### src/rtl/exclusive_max_n.sv
// Exclusive-max over N race-logic pulse inputs within one gamma cycle.
// Fires a fixed-width pulse at the latest arrival when that arrival is unique.
module exclusive_max_n #(
  parameter int N_IN              = 4,
  parameter int GAMMA_CYCLE_WIDTH = 16,
  parameter int PULSE_WIDTH       = 8,
  localparam int TW = $clog2(GAMMA_CYCLE_WIDTH),
  localparam int IW = $clog2(N_IN)
) (
  input  logic            aclk,
  input  logic            grst_n,
  input  logic [N_IN-1:0] a,
  output logic            q,
  output logic [IW-1:0]   q_idx,
  output logic [TW-1:0]   q_time,
  output logic            tie,
  output logic            gamma_start
);

  localparam int PWW = $clog2(PULSE_WIDTH + 1);
  localparam logic [TW-1:0] CMAX = TW'(GAMMA_CYCLE_WIDTH - 1);

  typedef enum logic [1:0] {
    S_COLLECT,
    S_FIRE,
    S_DONE
  } state_t;

  state_t          state_q, state_d;
  logic [TW-1:0]   cnt_q, cnt_d;
  logic [N_IN-1:0] a_prev_q, a_prev_d;
  logic [N_IN-1:0] seen_q, seen_d;
  logic            q_q, q_d;
  logic [IW-1:0]   q_idx_q, q_idx_d;
  logic [TW-1:0]   q_time_q, q_time_d;
  logic            tie_q, tie_d;
  logic [PWW-1:0]  pw_cnt_q, pw_cnt_d;

  logic [N_IN-1:0] rise_new;
  logic            one_hot;
  logic [IW-1:0]   win_idx;
  logic            wrap;

  // Re-rises on channels already seen this gamma never count as arrivals.
  always_comb begin
    rise_new = a & ~a_prev_q & ~seen_q;
    one_hot  = (rise_new != '0) &&
               ((rise_new & (rise_new - N_IN'(1))) == '0);
    win_idx  = '0;
    for (int i = 0; i < N_IN; i++) begin
      if (rise_new[i]) win_idx = IW'(i);
    end
  end

  always_comb begin
    wrap     = (cnt_q == CMAX);
    cnt_d    = wrap ? '0 : cnt_q + TW'(1);
    a_prev_d = a;
    state_d  = state_q;
    seen_d   = seen_q;
    q_d      = q_q;
    q_idx_d  = q_idx_q;
    q_time_d = q_time_q;
    tie_d    = 1'b0;
    pw_cnt_d = pw_cnt_q;
    unique case (state_q)
      S_COLLECT: begin
        seen_d = seen_q | rise_new;
        if (&seen_d) begin
          if (one_hot) begin
            q_d      = 1'b1;
            q_idx_d  = win_idx;
            q_time_d = cnt_q;
            pw_cnt_d = PWW'(PULSE_WIDTH - 1);
            state_d  = S_FIRE;
          end else begin
            tie_d   = 1'b1;
            state_d = S_DONE;
          end
        end
      end
      S_FIRE: begin
        if (pw_cnt_q == '0) begin
          q_d     = 1'b0;
          state_d = S_DONE;
        end else begin
          pw_cnt_d = pw_cnt_q - PWW'(1);
        end
      end
      S_DONE: begin
      end
      default: state_d = S_COLLECT;
    endcase
    // The gamma boundary wins over any completion or pulse in flight.
    if (wrap) begin
      state_d  = S_COLLECT;
      seen_d   = '0;
      q_d      = 1'b0;
      tie_d    = 1'b0;
      q_idx_d  = '0;
      q_time_d = '0;
      pw_cnt_d = '0;
    end
  end

  always_ff @(posedge aclk) begin
    if (!grst_n) begin
      state_q  <= S_COLLECT;
      cnt_q    <= '0;
      a_prev_q <= '0;
      seen_q   <= '0;
      q_q      <= 1'b0;
      q_idx_q  <= '0;
      q_time_q <= '0;
      tie_q    <= 1'b0;
      pw_cnt_q <= '0;
    end else begin
      state_q  <= state_d;
      cnt_q    <= cnt_d;
      a_prev_q <= a_prev_d;
      seen_q   <= seen_d;
      q_q      <= q_d;
      q_idx_q  <= q_idx_d;
      q_time_q <= q_time_d;
      tie_q    <= tie_d;
      pw_cnt_q <= pw_cnt_d;
    end
  end

  assign q           = q_q;
  assign q_idx       = q_idx_q;
  assign q_time      = q_time_q;
  assign tie         = tie_q;
  assign gamma_start = (cnt_q == '0);

endmodule

### config.mk
export PLATFORM = sky130hd
export DESIGN_NAME = exclusive_max_n
export DESIGN_NICKNAME = d
export VERILOG_FILES = /design/src/rtl/exclusive_max_n.sv
export SDC_FILE = /design/constraint.sdc
export NUM_CORES = 1
export LEC_CHECK = 0
export ABC_CLOCK_PERIOD_IN_PS = 4700
export BUFFER_PORTS_ARGS = -buffer_cell sky130_fd_sc_hd__buf_2
export CAP_MARGIN = 30
export CORE_MARGIN = 1.5
export CORE_UTILIZATION = 59
export CTS_BUF_LIST = sky130_fd_sc_hd__clkbuf_4 sky130_fd_sc_hd__clkbuf_8 sky130_fd_sc_hd__clkbuf_16
export DETAILED_ROUTE_END_ITERATION = 8
export GPL_TIMING_DRIVEN = 1
export PLACE_DENSITY = 0.81
export SLEW_MARGIN = 20
export SYNTH_ARGS = -nofsm -noshare
export SYNTH_HDL_FRONTEND = slang
export SYNTH_SLANG_ARGS = --single-unit
### constraint.sdc
create_clock -name aclk -period 4.7 [get_ports aclk]
set_input_delay 0.235 -clock aclk [delete_from_list [all_inputs] [get_ports aclk]]
set_output_delay 0.235 -clock aclk [all_outputs]
set_load 0.1 [all_outputs]
==> metrics.txt <==
status=finished, final reports clean; most common cell after layout, fill and taps aside=dfxtp_1; post_cts resized=0; GRT overflow=0; Final Hold Fails=0; Skew-Pair Late Insertion Delay=0.32 ns; synthesized cell area=1170 um^2; Worst slew margin=53.5%; PwrDens=346 nW/um^2; area grow syn2layout=11.4%; Net Count, Synth=131; Worst Max-Slew Pin Slew=0.697 ns; Synth Register Bits=26; io pins=15; Non-Filler Instances=164; Initial Util=64.9%; Ys Warns=0; CP endpoint kind=flip-flop; routed vias=943; Reg2Reg Launch Point=seen_q[1]; Yosys cell types=36; total track usage=23.5%; skew final=0.00712 ns; core area=1800 um^2; total leakage power=0.515 nW; largest net degree at the start of global routing=19; setup bufs post-CTS=0; Sinks on Clock Net=26; top_reg_cell synth=dfxtp_1; HP Class=input port to flip-flop; top cells by area, synth=dfxtp_1 (44%), a21oi_1 (5.1%), nor2_1 (4.8%); CTS tree=yes; register area share after synthesis=44.5%; Pre-Repair DR Iteration Count=4; part of the cycle the worst path needs=41.3%; WHS Path Cells=2; row count=15; CTS root buf=clkbuf_4; clock slew at reported path FFs=0.14 ns; Fin Setup TNS=0 ns; worst hold start=a[0]; ys async rst share=0%; Routed Wire Length=2.34 mm; maximum fanout along the worst path=8; Syn Inst Count=122; WP data required=4.95 ns; Initial DRC Count=21; reg2reg path depth=5; reg2reg end=pw_cnt_q[1]; share of layout cells above drive strength 1=23.7%; RSZ-0062 raised after global routing=false; cells along the critical path=or3b_1 -> or4_4 -> o311ai_4 -> nand2_4 -> a221oi_2; max cap viols=0; CP max stage cell=or4_4; post-route DRC violation count=0; WP data arrival=2.19 ns; Num CTS Buffers=3; PortBufs=14; fmax=0.516 GHz; initial antenna violation count=0; crit path kind=flip-flop to flip-flop; Worst path max stage delay=0.52 ns; Antenna Nets Post-Route=0; min Tclk post-route=1.94 ns; WL/cell=14.3 um; Final #Nets=149; dpl hpwl=1.83 mm; die area=2260 um^2; final setup fails=0; top cell type's share of synthesized area=44.5%; Die X=47.5 um; diodes inserted=0; number of placed cells counting well taps=160; peak supply drop=0.232 mV; Syn Area/Cell=9.59 um^2; most frequent cells in the layout=dfxtp_1 (26), nor2_1 (15), buf_2 (14), a21oi_1 (12), nand2_1 (7); Hold EP=a_prev_q[0]; clock buffer depth=2; startpoint class of the critical path=flip-flop; R2R Setup Slk=2.76 ns; die height=47.5 um; H-tree lvl count=1; final core occ=72.4%; vias in the first global route=870; Filler Cells Inserted=149; first-pass GRT wire length=3.66 mm; GPL Wtd Cong=0.793; fin. max-slew vios=0; DR vias/cell=5.75; area leader, netlist=dfxtp_1; Post-synth EDFFs=0; # hold bufs at CTS=0
-- layout make-up --
type	instances	area, um^2	share of cell area, %
Sequential cell	26	520	39.9
Clock buffer	4	36.3	2.78
Multi-Input combinational cell	91	631	48.4
Timing Repair Buffer	14	70.1	5.37
Tap cell	25	31.3	2.40
Inverter	4	15.0	1.15
-- synth_stat cells (2+ instances only) --
cell type / number
nand3_1: 6
nand2_1: 7
inv_1: 4
o21ai_1: 5
xor2_1: 4
nor2b_1: 4
ha_1: 3
dfxtp_1: 26
nor3_1: 2
nor2_1: 15
a21oi_1: 12
and2_1: 6
nor3b_2: 3
nor3b_1: 3
-- metal layers --
metal,global-route usage [%],share of wire (%)
met4,7.57,0.43
met2,41.6,51
met3,6.04,5.6
met5,0,0
met1,27.7,43
-- metrics by stage --
stage	cell area (um^2)	setup slack (ns)	hold slack, ns	power [mW]
floorplan	1170	1.77	0.357	0.320
global placement	1270	2.86	0.440	0.335
detailed placement	1270	2.82	0.457	0.340
CTS	1300	2.78	0.120	0.451
global route	1300	2.65	0.114	0.467
finish	1300	2.76	0.122	0.451
-- critical path: cells and delay by family (launching register included) --
family	cells	cell delay, ns
AO/OA/AOI/OAI	2	0.43
AND/OR/NAND/NOR	3	1.05
flip-flops	1	0.37
-- how the worst max path moves through the flow --
stage | depth (start not counted) | start | slack (ns) | endpoint
5_1_grt | 7 | pw_cnt_q[0] | 2.65 | pw_cnt_q[2]
3_3_place_gp | 5 | seen_q[1] | 2.86 | pw_cnt_q[1]
3_5_place_dp | 5 | seen_q[1] | 2.82 | pw_cnt_q[1]
2_1_floorplan | 3 | cnt_q[0] | 1.77 | gamma_start
6_report | 5 | seen_q[1] | 2.76 | pw_cnt_q[1]
4_1_cts | 5 | seen_q[1] | 2.78 | pw_cnt_q[1]
-- logic make-up after synthesis --
family | after synthesis | share of synthesized area [%]
DFF | 26 | 44.5
xor gates and xnor gates | 5 | 3.74
AOI/OAI and AO/OA | 25 | 15.3
and+or+nand+nor | 58 | 31.7
adders and majority gates | 3 | 3.21
buffers and inverters | 5 | 1.60
-- sequential cells by signal (all words and copies together), names as in the netlist --
name	flops
cnt_q	4
pw_cnt_q	4
seen_q	4
a_prev_q	4
q_time	4
q_idx	2
tie	1
state_q	2
q	1
-- power by group --
part	leakage, nW	switching (mW)	internal (mW)	total, mW
clock	0.0210	0.0670	0.0474	0.114
combinational	0.281	0.0650	0.0298	0.0948
sequential	0.213	0.0102	0.232	0.242
total	0.515	0.142	0.309	0.451
Power figures use the tool's default switching activity.
